[config.mk]
export PLATFORM = sky130hd
export DESIGN_NAME = mmio_io_ctrl
export DESIGN_NICKNAME = d
export VERILOG_FILES = /design/src/rtl/mmio_io_ctrl.sv
export SDC_FILE = /design/constraint.sdc
export NUM_CORES = 1
export LEC_CHECK = 0
export ABC_AREA = 1
export BUFFER_PORTS_ARGS = -buffer_cell sky130_fd_sc_hd__buf_2
export CAP_MARGIN = 20
export CORE_UTILIZATION = 50
export DETAILED_ROUTE_END_ITERATION = 12
export GPL_TIMING_DRIVEN = 0
export PLACE_DENSITY_LB_ADDON = 0.2
export RECOVER_POWER = 50
export REMOVE_ABC_BUFFERS = 1
export SLEW_MARGIN = 20
export SYNTH_ARGS = -nofsm -noshare
export SYNTH_HDL_FRONTEND = slang
export SYNTH_SLANG_ARGS = --single-unit
[constraint.sdc]
create_clock -name clk -period 4.49 [get_ports clk]
set_input_delay 1.1225 -clock clk [delete_from_list [all_inputs] [get_ports clk]]
set_output_delay 1.1225 -clock clk [all_outputs]
set_load 0.1 [all_outputs]
[src/rtl/mmio_io_ctrl.sv]
// Memory-mapped I/O controller for the board peripherals.
// Decodes the processor's data-memory port into HEX/LEDR/LEDG output
// registers, debounced KEY/SW inputs and a sticky key-press status register.
// Reads are registered and return one cycle after rdEn.
module mmio_io_ctrl #(
  parameter int unsigned       DBITS      = 32,
  parameter logic [DBITS-1:0]  BASE_ADDR  = DBITS'(32'hF0000000),
  parameter int unsigned       HEX_DIGITS = 4,
  parameter int unsigned       LEDR_BITS  = 10,
  parameter int unsigned       LEDG_BITS  = 8,
  parameter int unsigned       KEY_BITS   = 4,
  parameter int unsigned       SW_BITS    = 10,
  parameter logic [15:0]       DEB_CYCLES = 16'd50000
) (
  input  logic                    clk,
  input  logic                    reset_n,
  input  logic [DBITS-1:0]        addr,
  input  logic                    wrEn,
  input  logic [DBITS-1:0]        wrData,
  input  logic                    rdEn,
  output logic [DBITS-1:0]        rdData,
  output logic                    rdValid,
  output logic                    sel,
  input  logic [KEY_BITS-1:0]     KEY,
  input  logic [SW_BITS-1:0]      SW,
  output logic [7*HEX_DIGITS-1:0] HEX,
  output logic [LEDR_BITS-1:0]    LEDR,
  output logic [LEDG_BITS-1:0]    LEDG
);

  localparam int HEX_W = 4 * HEX_DIGITS;
  // Keys occupy the low bits of the shared input vector, switches the high bits.
  localparam int NIN   = KEY_BITS + SW_BITS;
  localparam int CW    = (DEB_CYCLES > 16'd1) ? $clog2(DEB_CYCLES) : 1;
  localparam logic [CW-1:0] CNT_MAX = CW'(DEB_CYCLES - 16'd1);

  localparam logic [DBITS-1:0] A_HEX   = BASE_ADDR;
  localparam logic [DBITS-1:0] A_LEDR  = BASE_ADDR + DBITS'(32'h04);
  localparam logic [DBITS-1:0] A_LEDG  = BASE_ADDR + DBITS'(32'h08);
  localparam logic [DBITS-1:0] A_KEY   = BASE_ADDR + DBITS'(32'h10);
  localparam logic [DBITS-1:0] A_SW    = BASE_ADDR + DBITS'(32'h14);
  localparam logic [DBITS-1:0] A_KSTAT = BASE_ADDR + DBITS'(32'h18);

  // Active-low 7-segment glyphs, bit order gfedcba.
  function automatic logic [6:0] seg7(input logic [3:0] n);
    logic [6:0] s;
    case (n)
      4'h0: s = 7'b1000000;
      4'h1: s = 7'b1111001;
      4'h2: s = 7'b0100100;
      4'h3: s = 7'b0110000;
      4'h4: s = 7'b0011001;
      4'h5: s = 7'b0010010;
      4'h6: s = 7'b0000010;
      4'h7: s = 7'b1111000;
      4'h8: s = 7'b0000000;
      4'h9: s = 7'b0010000;
      4'hA: s = 7'b0001000;
      4'hB: s = 7'b0000011;
      4'hC: s = 7'b1000110;
      4'hD: s = 7'b0100001;
      4'hE: s = 7'b0000110;
      default: s = 7'b0001110;
    endcase
    return s;
  endfunction

  logic w_hit_hex, w_hit_ledr, w_hit_ledg, w_hit_key, w_hit_sw, w_hit_kstat;
  logic [HEX_W-1:0]     r_hex;
  logic [LEDR_BITS-1:0] r_ledr;
  logic [LEDG_BITS-1:0] r_ledg;
  logic [KEY_BITS-1:0]  r_kstat;
  logic [NIN-1:0]       w_raw, r_sync1, r_sync2, r_stable, w_upd;
  logic [CW-1:0]        r_cnt [NIN];
  logic [KEY_BITS-1:0]  w_key_rise, w_kclr;
  logic [DBITS-1:0]     w_rd_mux, r_rdData;
  logic                 r_rdValid;
  logic                 w_unused;

  assign w_hit_hex   = (addr == A_HEX);
  assign w_hit_ledr  = (addr == A_LEDR);
  assign w_hit_ledg  = (addr == A_LEDG);
  assign w_hit_key   = (addr == A_KEY);
  assign w_hit_sw    = (addr == A_SW);
  assign w_hit_kstat = (addr == A_KSTAT);
  assign sel = w_hit_hex | w_hit_ledr | w_hit_ledg | w_hit_key | w_hit_sw | w_hit_kstat;

  // Only the low register-width bits of the write data are meaningful.
  assign w_unused = ^wrData;

  // Keys are inverted before synchronising so that 1 means pressed.
  assign w_raw = {SW, ~KEY};

  // Two-flop synchroniser for every asynchronous input bit.
  always_ff @(posedge clk or negedge reset_n) begin
    if (!reset_n) begin
      r_sync1 <= '0;
      r_sync2 <= '0;
    end else begin
      r_sync1 <= w_raw;
      r_sync2 <= r_sync1;
    end
  end

  // A bit updates when it has disagreed with the stable value for DEB_CYCLES cycles.
  always_comb begin
    w_upd = '0;
    for (int i = 0; i < NIN; i++)
      w_upd[i] = (r_sync2[i] != r_stable[i]) && (r_cnt[i] == CNT_MAX);
  end

  // Debounce counters and stable levels; the counter clears on agreement or on update.
  always_ff @(posedge clk or negedge reset_n) begin
    if (!reset_n) begin
      r_stable <= '0;
      for (int i = 0; i < NIN; i++) r_cnt[i] <= '0;
    end else begin
      for (int i = 0; i < NIN; i++) begin
        if (r_sync2[i] == r_stable[i]) begin
          r_cnt[i] <= '0;
        end else if (w_upd[i]) begin
          r_stable[i] <= r_sync2[i];
          r_cnt[i]    <= '0;
        end else begin
          r_cnt[i] <= r_cnt[i] + CW'(1);
        end
      end
    end
  end

  // A key press edge is an update whose new value is 1 (stable was 0).
  assign w_key_rise = w_upd[KEY_BITS-1:0] & r_sync2[KEY_BITS-1:0];
  assign w_kclr     = (wrEn && w_hit_kstat) ? wrData[KEY_BITS-1:0] : '0;

  // Writable registers; a new press overrides a simultaneous write-1-to-clear.
  always_ff @(posedge clk or negedge reset_n) begin
    if (!reset_n) begin
      r_hex   <= '0;
      r_ledr  <= '0;
      r_ledg  <= '0;
      r_kstat <= '0;
    end else begin
      if (wrEn && w_hit_hex)  r_hex  <= wrData[HEX_W-1:0];
      if (wrEn && w_hit_ledr) r_ledr <= wrData[LEDR_BITS-1:0];
      if (wrEn && w_hit_ledg) r_ledg <= wrData[LEDG_BITS-1:0];
      r_kstat <= (r_kstat & ~w_kclr) | w_key_rise;
    end
  end

  // Read source selection; unmapped addresses read as zero.
  always_comb begin
    w_rd_mux = '0;
    if (w_hit_hex)   w_rd_mux = DBITS'(r_hex);
    if (w_hit_ledr)  w_rd_mux = DBITS'(r_ledr);
    if (w_hit_ledg)  w_rd_mux = DBITS'(r_ledg);
    if (w_hit_key)   w_rd_mux = DBITS'(r_stable[KEY_BITS-1:0]);
    if (w_hit_sw)    w_rd_mux = DBITS'(r_stable[NIN-1:KEY_BITS]);
    if (w_hit_kstat) w_rd_mux = DBITS'(r_kstat);
  end

  // Registered read port: samples pre-write register values, one result per rdEn.
  always_ff @(posedge clk or negedge reset_n) begin
    if (!reset_n) begin
      r_rdData  <= '0;
      r_rdValid <= 1'b0;
    end else begin
      r_rdValid <= rdEn;
      if (rdEn) r_rdData <= w_rd_mux;
    end
  end

  assign rdData  = r_rdData;
  assign rdValid = r_rdValid;
  assign LEDR    = r_ledr;
  assign LEDG    = r_ledg;

  // Per-digit hex decode of the HEX register.
  always_comb begin
    HEX = '1;
    for (int i = 0; i < HEX_DIGITS; i++)
      HEX[7*i +: 7] = seg7(r_hex[4*i +: 4]);
  end

endmodule

; Word-level counts from Yosys, hierarchy flattened
; Memory sizes are Yosys's and may differ from the RTL's.
; Index checks and enable logic that the tools add are counted.
; Widths: inputs -> output; s select.
[word_totals]
reg_bits = 337
romBits = 448
inputBits = 82
out_inout_bits = 80
wordCells = 193
memories = 4
[op_classes]
addsub = 14
eq_ne = 48
mux = 35
bitwise = 24
reduce_logical = 32
[memory_table]
columns = name, words, word_bits, rd, rd_ports_with_merged_regs, wr, line
row1 = (name not given), 16, 7, 1, 0, 0, 47  ; case (n)
row2 = (name not given), 16, 7, 1, 0, 0, 47
row3 = (name not given), 16, 7, 1, 0, 0, 47
row4 = (name not given), 16, 7, 1, 0, 0, 47
[op_table]
columns = operator, n
row1 = $mux 16, 29
row2 = $add 16x1->16 const B, 14
row3 = $eq 16x16->1 const B, 14
row4 = $eq 32x32->1 const B, 6
row5 = $mux 32, 5
row6 = $reduce_and 2->1, 14
row7 = $logic_and 1x1->1, 18
row8 = $eq 1x1->1, 14
row9 = $ne 1x1->1, 14
row10 = $not 1->1, 14
row11 = $and 4x4->4, 2
row12 = $not 4->4, 2
row13 = $or 1x1->1, 5
row14 = $mux 4, 1
row15 = $or 4x4->4, 1

; Depth between registers and ports, before layout
[depth]
ltp_word = 7
mapped_depth = 12
ltp_nobuf = 11

; Least setup slack after synthesis
; No wires, ideal clock.
[synth_timing]
path_kind = register to output
from = register r_hex[8]
to = output HEX[17]
arrival_ns = 4.323
required_ns = 3.368
slack_ns = -0.956
path_stages_with_launch = 4
path_buffers = 0
cell_sequence = dfrtp_1 inv_1 ha_1 o311ai_0
[synth_between]
elab_chain_len = 1
[synth_rtl]
columns = element, line
row1 = from (decl), 69  ; logic [HEX_W-1:0] r_hex;
row2 = from (signal assigned), 143  ; if (wrEn && w_hit_hex) r_hex <= wrData[HEX_W-1:0];
row3 = $mem_v2 16x7, --
row4 = to (decl), 26  ; output logic [7*HEX_DIGITS-1:0] HEX,
; Every way passes these cells.

; Worst setup path after layout
[layout_timing]
from = input addr[29]
to = output sel
[layout_between]
elab_chain_len = 6
elab_cells_between_ends = 11
cone_classes = eq/ne (6) / bitwise (5)
[layout_rtl]
columns = element, line
row1 = from (decl), 17  ; input logic [DBITS-1:0] addr,
row2 = "$eq 32x32->1, on equally long branches", "80, 81"
row3 = $or 1x1->1 (4 in series), 86  ; assign sel = w_hit_hex | w_hit_ledr | w_hit_ledg | w_hit_key | w_hit_sw | w_hit_kstat;
row4 = $or 1x1->1 *, 86
row5 = to (decl), 23  ; output logic sel,
; Mark *: on every way between the ends. The rest lies on a longest branch, timed or not.

==> qor.txt <==
Pwr Total - 6350 uW
gr ovfl total - 0
clock root cell - clkbuf_16
H-tree Lvls - 2
average size of a mapped cell - 8.17 sq um
Least-Margin Pin Slew - 1.94 ns
Yosys cell types - 61
first-pass GRT wire length - 64.0 mm
Overall Global Routing Usage - 0.216
failing checks - capacitance limit, slew limit
fin crit share - 0.892
Ant. Diodes - 0
Seq/Total Area, Yosys - 0.460
Die Area - 0.0357 sq mm
largest net degree at the start of global routing - 94
RSZ-0062 raised after global routing - no
worst-path cell chain - buf_2 > nand2_1 > nor2_1 > nand3_1 > nor2_4 > buf_12 > nand3_1 > nor2_1 > nand2_1 > nand2_1 > nor2_1 > nand3_1 > buf_2
nets@finish - 2411
Lkg Pwr - 0.00990 uW
Final WS setup - 0.484 ns
worst hold path startpoint - r_sync1[9]
Clock Sink Count - 321
Slowest-stage cell, CP - buf_2
hold buffer count at CTS - 0
routed wire length per instance - 13.7 um
FF+latch count, synth - 321
crit path kind - primary input to output port
ys async rst share - 1.00
cts bufs inserted - 36
Post-synth EDFFs - 0
r2r startpoint - r_cnt[64]
max-cap check violation count - 1
TritonRoute pass-1 iters - 7
CP Capture Type - output port
Max Clk Rate - 250 MHz
Initial Util - 0.507
initial antenna violation count - 0
delay of the slowest cell on the worst path - 0.43 ns
Core Region - 0.0345 sq mm
Critical Path Fanout Max - 11
DP Cell Count - 2703
Final Hold Slack - 0.350 ns
Max Root-Sink Buffers - 3
vias in the first global route - 13300
Die Y-Extent - 189 um
Syn Inst Count - 2138
CP startpoint kind - primary input
Yosys warning count - 0
number of remaining DRC errors - 0
worst clock skew - 0.0104 ns
run status - complete, but fails checks
Hold Path Class - flop to flop
Layout area overhead - 12.8%
Post-synth top flop - dfrtp_1
area of placed instances - 0.0186 sq mm
CP startpoint - addr[29]
DIE WIDTH - 189 um
relative slew slack - -0.295
Via Count - 14300
Final Instance Area - 0.0197 sq mm
Final setup viols - 0
CTS tree - built
I/O Pins - 162
Rows - 68
mapped cell area - 0.0175 sq mm
fin. max-slew vios - 76
area leader, netlist - dfrtp_1
Routed Antenna Nets - 0
initial drt markers - 825
most common cell in the netlist - nand2_1
layout cells sized above 1 - 0.145
port buffer count - 129
PD cells - 322 mW/mm^2
final hold vios - 0
DRT Wirelength - 38.0 mm
post-route insts no fill - 2772
Place WS - -0.0327 ns
top post-synthesis cells by count - nand2_1, inv_1, dfrtp_1
Clock Latency Late Sink - 0.51 ns
Synth area leaders - dfrtp_1, nand2_1, inv_1
worst vdd ir - 212 uV
HPWL reported at the end of detailed placement - 27.4 mm
Final min period - 4.01 ns
Vias/cell - 5.16
crit path DAT - 2.88 ns
Req. time, crit path - 3.37 ns
Routability Congestion - 0.894
Yosys top cell area share - 0.460
clock transition at the registers of the reported paths - 0.06 ns
## layer usage
layer	wire length (um)	track usage	vias to the layer above
met1	17200	0.290	6657
met2	17700	0.359	359
met4	975	0.0633	0
met5	0	0	-
li1	-	-	7213
met3	2160	0.0365	63
## per-stage QoR
step	utilization	setup TNS, ns
6_report	0.572	0
3_3_place_gp	0.536	-1236.37
4_1_cts	0.576	0
3_5_place_dp	0.539	-0.0327
2_1_floorplan	-	-1.91
5_1_grt	0.572	0
## cell families (layout without fill, tap and decap cells)
group,count (synthesis),count (layout),synth area share
buffers and inverters,408,571,0.0948
xor gates and xnor gates,59,59,0.0300
other,1,16,0.000215
adders and majority gates,38,38,0.0272
and+or+nand+nor,1095,1096,0.304
AOI/OAI and AO/OA,200,200,0.0725
muxes,16,16,0.0116
DFF,321,321,0.460
## worst max-delay path: cells and delay by family
family / cells / cell delay (ns)
buffers and inverters: 3 / 0.65
AND/OR/NAND/NOR: 10 / 1.08
## placed cells by master, fill, tap and decap left out, types with 6 or more instances in the layout
master       n
inv_2       23
nand3_1    170
a31oi_1      6
mux2_4       6
mux2_2       9
buf_2      125
xnor2_1     16
xor2_1      43
clkbuf_8    12
inv_1      346
conb_1      16
or2_2       15
nand2_1    428
clkbuf_1     6
o21ai_2     28
ha_1        38
nor2_2       6
a21oi_1     56
o31ai_1     10
dfrtp_1    321
clkbuf_16   37
nor3_1      80
nand2_2     19
o21ai_0     60
a211oi_1    13
o21ai_1      8
nor2_1     213
nor2_4       6
nor4_1      43
nor3b_1     17
nand4_1     61
## sequential cells by signal, indices dropped and copies added (netlist names)
name / flops
LEDG: 8
LEDR: 10
r_cnt: 224
r_hex: 16
r_kstat: 4
r_stable: 14
r_sync1: 14
r_sync2: 14
rdData: 16
rdValid: 1
## power by group
| part | total (uW) | leakage [uW] | internal, uW | switching (uW) |
|---|---|---|---|---|
| Combinational | 301 | 0.00491 | 71.1 | 230 |
| Sequential | 2970 | 0.00436 | 2940 | 28.0 |
| Clock | 3080 | 0.000626 | 1930 | 1150 |
| Total | 6350 | 0.00990 | 4940 | 1410 |
## final cells by class
type                    count  area (sq um)
clock buffers              52          1100
inverters                 371          1400
repair buffers            136           767
clock inverters            12           169
flip-flops and latches    321          8030
fillers                  3119         14800
well taps                 455           569
multi-input cells        1425          7670
## worst paths after layout
path,end,slack [ns],depth (start not counted)
worst max register to register,r_cnt[64],2.36,7
worst min register to register,r_sync2[9],0.35,0
worst min-delay path,r_sync2[9],0.35,0
min in group asynchronous,r_cnt[37],1.15,1
worst max-delay path,sel,0.48,13
max in group asynchronous,r_cnt[113],1.36,4
## what timing repair did
action | 4_1_cts | 5_1_grt
gates cloned | 1 | 0
buffers inserted | 0 | 4
pin swaps | 1 | 1
resized for setup | 0 | 0
setup endpoints to repair | 1 | 1
Note: power is estimated with default switching activity, not from simulation.
